### config.mk
export PLATFORM = sky130hd
export DESIGN_NAME = mux_a_pipe_flat
export DESIGN_NICKNAME = d
export VERILOG_FILES = /design/src/rtl/mux_a_pipe_if.sv /design/src/rtl/mux_a_pipe.sv /design/src/flat_wrapper.sv
export SDC_FILE = /design/constraint.sdc
export NUM_CORES = 1
export LEC_CHECK = 0
export ABC_AREA = 1
export CAP_MARGIN = 15
export CORE_UTILIZATION = 35
export CTS_BUF_LIST = sky130_fd_sc_hd__clkbuf_2
export CTS_CLUSTER_SIZE = 40
export DETAILED_ROUTE_END_ITERATION = 7
export DONT_BUFFER_PORTS = 1
export GPL_ROUTABILITY_DRIVEN = 1
export PLACE_DENSITY_LB_ADDON = 0.05
export SLEW_MARGIN = 20
export SYNTH_ARGS = -nofsm -noshare
export SYNTH_HDL_FRONTEND = slang
export SYNTH_SLANG_ARGS = --single-unit
### constraint.sdc
create_clock -name clock -period 3.3 [get_ports clock]
set_input_delay 0.825 -clock clock [delete_from_list [all_inputs] [get_ports clock]]
set_output_delay 0.825 -clock clock [all_outputs]
set_load 0.005 [all_outputs]
### src/rtl/mux_a_pipe_if.sv
// Handshake bundle between the datapath sources and the accumulator-A
// load port: source vector, select, valid/ready in both directions, the
// sticky select-error flag and the transfer counter.
interface mux_a_pipe_if #(
   parameter int WIDTH = 11,
   parameter int N_SRC = 4,
   parameter int SEL_W = 2,
   parameter int CNT_W = 8
) ();

   logic [N_SRC*WIDTH-1:0] src_in;
   logic [SEL_W-1:0]       sel_A;
   logic                   in_valid;
   logic                   in_ready;
   logic [WIDTH-1:0]       mux_A_out;
   logic                   out_valid;
   logic                   out_ready;
   logic                   sel_err;
   logic                   err_clr;
   logic [CNT_W-1:0]       xfer_cnt;

   // Upstream/downstream side: drives sources, select and the handshakes.
   modport master (
      output src_in, sel_A, in_valid, out_ready, err_clr,
      input  in_ready, mux_A_out, out_valid, sel_err, xfer_cnt
   );

   // Selector side: the mux_a_pipe block itself.
   modport slave (
      input  src_in, sel_A, in_valid, out_ready, err_clr,
      output in_ready, mux_A_out, out_valid, sel_err, xfer_cnt
   );

endinterface

### src/rtl/mux_a_pipe.sv
// Registered accumulator-A input selector. Picks one of N_SRC sources on an
// accepted transfer and holds it in a one-entry output register with a
// valid/ready handshake. Out-of-range selects load zero and raise a sticky
// error; every accepted transfer bumps a wrapping counter.
module mux_a_pipe #(
   parameter int WIDTH = 11,
   parameter int N_SRC = 4,
   parameter int SEL_W = 2,
   parameter int CNT_W = 8
) (
   input  logic        clock,
   input  logic        reset,
   mux_a_pipe_if.slave bus
);

   logic [WIDTH-1:0] data_q;
   logic             valid_q;
   logic             err_q;
   logic [CNT_W-1:0] cnt_q;

   logic [WIDTH-1:0] sel_data;
   logic             sel_bad;
   logic             accept;

   // Ready whenever the register is empty or being drained this cycle.
   assign bus.in_ready  = !valid_q || bus.out_ready;
   assign accept        = bus.in_valid && bus.in_ready;

   assign bus.mux_A_out = data_q;
   assign bus.out_valid = valid_q;
   assign bus.sel_err   = err_q;
   assign bus.xfer_cnt  = cnt_q;

   // Decode the select into channel data; unmatched selects yield zero.
   always_comb begin
      // NOTE: defaults first so every path assigns both outputs and no latch is inferred.
      sel_data = '0;
      sel_bad  = 1'b1;
      for (int k = 0; k < N_SRC; k++) begin
         if (bus.sel_A == SEL_W'(k)) begin
            sel_data = bus.src_in[k*WIDTH +: WIDTH];
            sel_bad  = 1'b0;
         end
      end
   end

   // Output register, handshake state, sticky error and transfer counter.
   always_ff @(posedge clock) begin
      // NOTE: non-blocking assignments so every register samples pre-edge values.
      if (reset) begin
         data_q  <= '0;
         valid_q <= 1'b0;
         err_q   <= 1'b0;
         cnt_q   <= '0;
      end else begin
         if (accept) begin
            data_q  <= sel_data;
            valid_q <= 1'b1;
            cnt_q   <= cnt_q + CNT_W'(1);
         end else if (bus.out_ready) begin
            // Drained with nothing behind it; data stays for observability.
            valid_q <= 1'b0;
         end

         // A new error on this cycle wins over a simultaneous clear.
         if (accept && sel_bad) begin
            err_q <= 1'b1;
         end else if (bus.err_clr) begin
            err_q <= 1'b0;
         end
      end
   end

endmodule

### src/flat_wrapper.sv
// flat-port wrapper written by rule: the top's interface ports become plain ports
module mux_a_pipe_flat 
#(
   parameter int WIDTH = 11,
   parameter int N_SRC = 4,
   parameter int SEL_W = 2,
   parameter int CNT_W = 8
)
  (clock, reset, bus_src_in, bus_sel_A, bus_in_valid, bus_out_ready, bus_err_clr, bus_in_ready, bus_mux_A_out, bus_out_valid, bus_sel_err, bus_xfer_cnt);
  mux_a_pipe_if #(.WIDTH(WIDTH), .N_SRC(N_SRC), .SEL_W(SEL_W), .CNT_W(CNT_W)) bus_i ();
  input  logic clock;
  input  logic reset;
  input wire logic [$bits(bus_i.src_in)-1:0] bus_src_in;
  input wire logic [$bits(bus_i.sel_A)-1:0] bus_sel_A;
  input wire logic [$bits(bus_i.in_valid)-1:0] bus_in_valid;
  input wire logic [$bits(bus_i.out_ready)-1:0] bus_out_ready;
  input wire logic [$bits(bus_i.err_clr)-1:0] bus_err_clr;
  output wire logic [$bits(bus_i.in_ready)-1:0] bus_in_ready;
  output wire logic [$bits(bus_i.mux_A_out)-1:0] bus_mux_A_out;
  output wire logic [$bits(bus_i.out_valid)-1:0] bus_out_valid;
  output wire logic [$bits(bus_i.sel_err)-1:0] bus_sel_err;
  output wire logic [$bits(bus_i.xfer_cnt)-1:0] bus_xfer_cnt;
  assign bus_i.src_in = bus_src_in;
  assign bus_i.sel_A = bus_sel_A;
  assign bus_i.in_valid = bus_in_valid;
  assign bus_i.out_ready = bus_out_ready;
  assign bus_i.err_clr = bus_err_clr;
  assign bus_in_ready = bus_i.in_ready;
  assign bus_mux_A_out = bus_i.mux_A_out;
  assign bus_out_valid = bus_i.out_valid;
  assign bus_sel_err = bus_i.sel_err;
  assign bus_xfer_cnt = bus_i.xfer_cnt;
  mux_a_pipe #(.WIDTH(WIDTH), .N_SRC(N_SRC), .SEL_W(SEL_W), .CNT_W(CNT_W)) u_core (.clock(clock), .reset(reset), .bus(bus_i));
endmodule
; ---- Word level (Yosys, flattened, before mapping)
; Index checks and enable logic that the tools add are counted.
[word_totals]
register_bits = 21
input_bits = 51
latch_bits = 0
mem_bits_rw = 0
memories = 0
romBits = 0
output_inout_bits = 22
word_cells = 27
[classes]
shifts = 0
reduce_logical = 7
addsub = 1
n_mul = 0
eq_ne = 3
n_mux = 12
magnitude_cmp = 0
bitwise_logic = 0
n_div = 0
[op_table]
columns = operator, n
row1 = 2-to-1 mux 11 bit, 4
row2 = "adder 8 x 1 -> 8 bit, second input constant", 1
row3 = 2-to-1 mux 1 bit, 8
row4 = "equality test 2 bit, second input constant", 2
row5 = nonzero test 2 bit, 2
row6 = "equality test 2 x 1 -> 1 bit, second input constant", 1
row7 = logical AND 1 bit, 2
row8 = zero test 2 bit, 1
row9 = zero test 1 bit, 1
row10 = logical OR 1 bit, 1

; ---- Depth between registers and ports, before layout
[logic_depth]
ltp_word = 7
mapped_depth = 8
mapped_depth_nobuf = 8

; ---- Worst setup path after synthesis
; Ideal clock, no wire load.
[synth_timing]
path_type = input-to-output
start = in bus_out_ready
end = out bus_in_ready
path_buffers = 0
arrival_time_ps = 929
setup_slack_ps = 1546
required_time_ps = 2475
path_stages = 2
path_cell_list = inv_1 > nand2_2
[synth_between]
elab_chain_cells = 1
[synth_rtl]
columns = item, line_no
row1 = "start, declared", flat_wrapper.sv:16  ; input wire logic [$bits(bus_i.out_ready)-1:0] bus_out_ready;
row2 = logical OR 1 bit, mux_a_pipe.sv:26  ; assign bus.in_ready = !valid_q || bus.out_ready;
row3 = "end, declared", flat_wrapper.sv:18  ; output wire logic [$bits(bus_i.in_ready)-1:0] bus_in_ready;
; Every way passes these cells.

; ---- Final worst setup path
; Ends and elaborated chain as after synthesis.

==> metrics.md <==
| Metric | Value |
|---|---|
| Outcome | `finished, final reports clean` |
| Post-Route WL | `2.69 mm` |
| HP Class | `flop to flop` |
| # clock sinks | `21` |
| Clock Latency Late Sink | `approximately 0.31 ns` |
| Syn nets | `around 220` |
| Die Width | `slightly below 60 um` |
| Max IR drop VDD | `~0.097 mV` |
| Synth cell count leaders | `45 x nand2_1, 21 x dfxtp_1, 18 x o21ai_0` |
| Share of the synthesized area in the top cell type | `a little under two fifths` |
| Slowest cell on crit path | `nand2_2` |
| Synthesis-stage register bit count | `21` |
| Crit path kind | `primary input to output port` |
| Highest Clock Rate | `roughly 570 MHz` |
| Syn-to-layout area delta | `3.45%` |
| Yosys warns | `0` |
| Root buf cell | `clkbuf_2` |
| Worst Setup Start Kind | `primary input` |
| Avg Inst Size Synth | `6.81 um2` |
| Crit path required time | `between 2 and 2.5 ns` |
| CP endpoint kind | `output port` |
| Initial antenna violation count | `0` |
| Pre-CTS WS | `~1.5 ns` |
| Most frequent cell after synthesis | `nand2_1` |
| Sequential share of the synthesized area | `between 30 and 40%` |
| Global-route wire length before repair | `approximately 4.4 mm` |
| Hold_sp | `u_core.bus.sel_err` |
| Post-Syn Instances | `165` |
| Routability Congestion | `~0.75` |
| Global-route usage over all layers | `between 15 and 20%` |
| PnR worst setup slack | `roughly 1.5 ns` |
| Drt wl/cell | `13.1 um` |
| Cell Area, Synth | `between 0.001 and 0.0015 mm2` |
| Crit path DAT | `around 0.94 ns` |
| Async set or reset register ratio after synthesis | `0%` |
| Top_reg_cell synth | `dfxtp_1` |
| Worst Max-Slew Pin Slew | `approximately 0.62 ns` |
| Max-slew headroom | `58.6%` |
| Top Ports | `73` |
| Max Fanout on Critical Path | `3` |
| DR iter-0 viols | `46` |
| Leakage power | `0.421 nW` |
| Crit share post-route | `a little over half` |
| Setup TNS | `0 ns` |
| Nets | `around 220` |
| DP HPWL | `approximately 2.1 mm` |
| Total core area | `slightly above 0.003 mm2` |
| # rows | `20` |
| Main area contributors after synthesis | `dfxtp_1 37%, nand2_1 15%, o21ai_0 8.0%` |
| Layout cell share with drive strength beyond 1 | `about a tenth` |
| Post-CTS Hold Fix Bufs | `0` |
| Final Max Slew Viols | `0` |
| Setup Buffers After CTS | `0` |
| # H-tree levels | `1` |
| DRC violations left | `0` |
| Clock slew at reported path FFs | `roughly 0.2 ns` |
| Vias/cell | `5.16` |
| First-pass DRT Iterations | `4` |
| FF-to-FF Start | `u_core.bus.xfer_cnt[0]` |
| CP top delay family | `simple AND/OR/NAND/NOR gates` |
| Routed vias | `about 1100` |
| Final Hold Vio Count | `0` |
| Total CTS buffers | `3` |
| Clock Tree Buf Depth | `2` |
| Critical path, cell by cell | `inv_1 > nand2_2` |
| Post-synth EDFFs | `0` |
| Max Cap Viol | `0` |
| Final setup violation count | `0` |
| Worst Clk Skew | `about 0.00052 ns` |
| Antenna Cells | `0` |
| Largest net degree at the start of global routing | `19` |
| CTS tree | `done` |
| Vias in the first global route | `just under 1000` |
| Cell Pwr Density | `around 390 mW/mm2` |
| DIE AREA | `0.00344 mm2` |
| RSZ-0062 raised after global routing | `false` |
| Initial Util | `between 30 and 40%` |
| Post_cts resized | `0` |
| Crit path from | `bus_out_ready` |
| Yosys top cell by area | `dfxtp_1` |
| Netlist cell types | `21` |
| Count of input and output buffers | `0` |
| DRT antenna net count | `0` |
| Die height | `about 60 um` |
| Congestion Overflow GR | `0` |
| CP max stage delay | `approximately 0.07 ns` |
| CP Buf/Inv Count | `1` |
| Min cycle time layout | `roughly 1.8 ns` |
layout make-up:
type / instances / area, um2
Clock buffer: 4 / 20.0
Multi-Input combinational cell: 125 / 622
Inverter: 12 / 45.0
Tap cell: 44 / 55.1
Fill cell: 348 / 1890
Sequential cell: 21 / 420
path summary, 6_finish.rpt:
path                                               end  slack, ns  cells after the start
worst min register to register      u_core.bus.sel_err       0.47                      2
worst min-delay path                u_core.bus.sel_err       0.47                      2
worst max-delay path                      bus_in_ready       1.54                      2
worst max register to register  u_core.bus.xfer_cnt[4]       1.96                      6
per-stage QoR:
stage	util (%)	hold WS, ns	std cells	instance area [um2]	total power [mW]
2_1_floorplan	-	0.435	165	1120	0.342
3_3_place_gp	37.4	0.449	202	1140	0.351
3_5_place_dp	37.4	0.450	202	1140	0.352
4_1_cts	38.1	0.475	206	1160	0.463
5_1_grt	38.1	0.489	206	1160	0.483
6_report	38.1	0.472	206	1160	0.455
routing by layer:
layer	part of all wire, %	vias up	GRT usage (%)
met4	0	0	6.12
met1	44	467	19.9
met3	8.0	0	2.86
met5	0	-	0
li1	-	545	-
met2	48	50	29.1
cells by family after synthesis:
group           share of synthesized area [%]
simple gates                             31.0
compound gates                           23.3
flops                                    37.4
buf+inv                                  7.24
fa+ha+maj                                1.11
layout by cell type, fill, tap and decap left out:
master,synthesis,final
nor2_4,1,1
and3_1,8,8
a21oi_1,8,8
dfxtp_1,21,21
o21ai_0,18,18
nand3_1,8,8
nor2_2,1,1
nand2_1,45,45
nand2_2,2,2
inv_1,10,10
nor2_1,11,11
o21ai_1,4,4
inv_2,2,2
ha_1,1,1
a21oi_2,7,7
a31oi_1,8,8
clkbuf_2,0,4
nor3_1,2,2
nor3b_1,1,1
tightest hold or removal path, stage by stage, from the launching register on:
cell and delay [ns]:
dfxtp_1 0.37, nand2_1 0.06, nor2_1 0.03
sequential cells by signal, indices dropped and copies added, names as in the netlist:
signal / flops
u_core.bus.mux_A_out: 11
u_core.bus.xfer_cnt: 8
u_core.bus.out_valid: 1
u_core.bus.sel_err: 1
power breakdown:
group | leakage [nW] | switching, mW | internal (mW)
combinational | 0.231 | 0.0395 | 0.0245
sequential | 0.173 | 0.0124 | 0.269
clock | 0.0166 | 0.0774 | 0.0321
total | 0.421 | 0.129 | 0.326
Power figures use the tool's default switching activity.
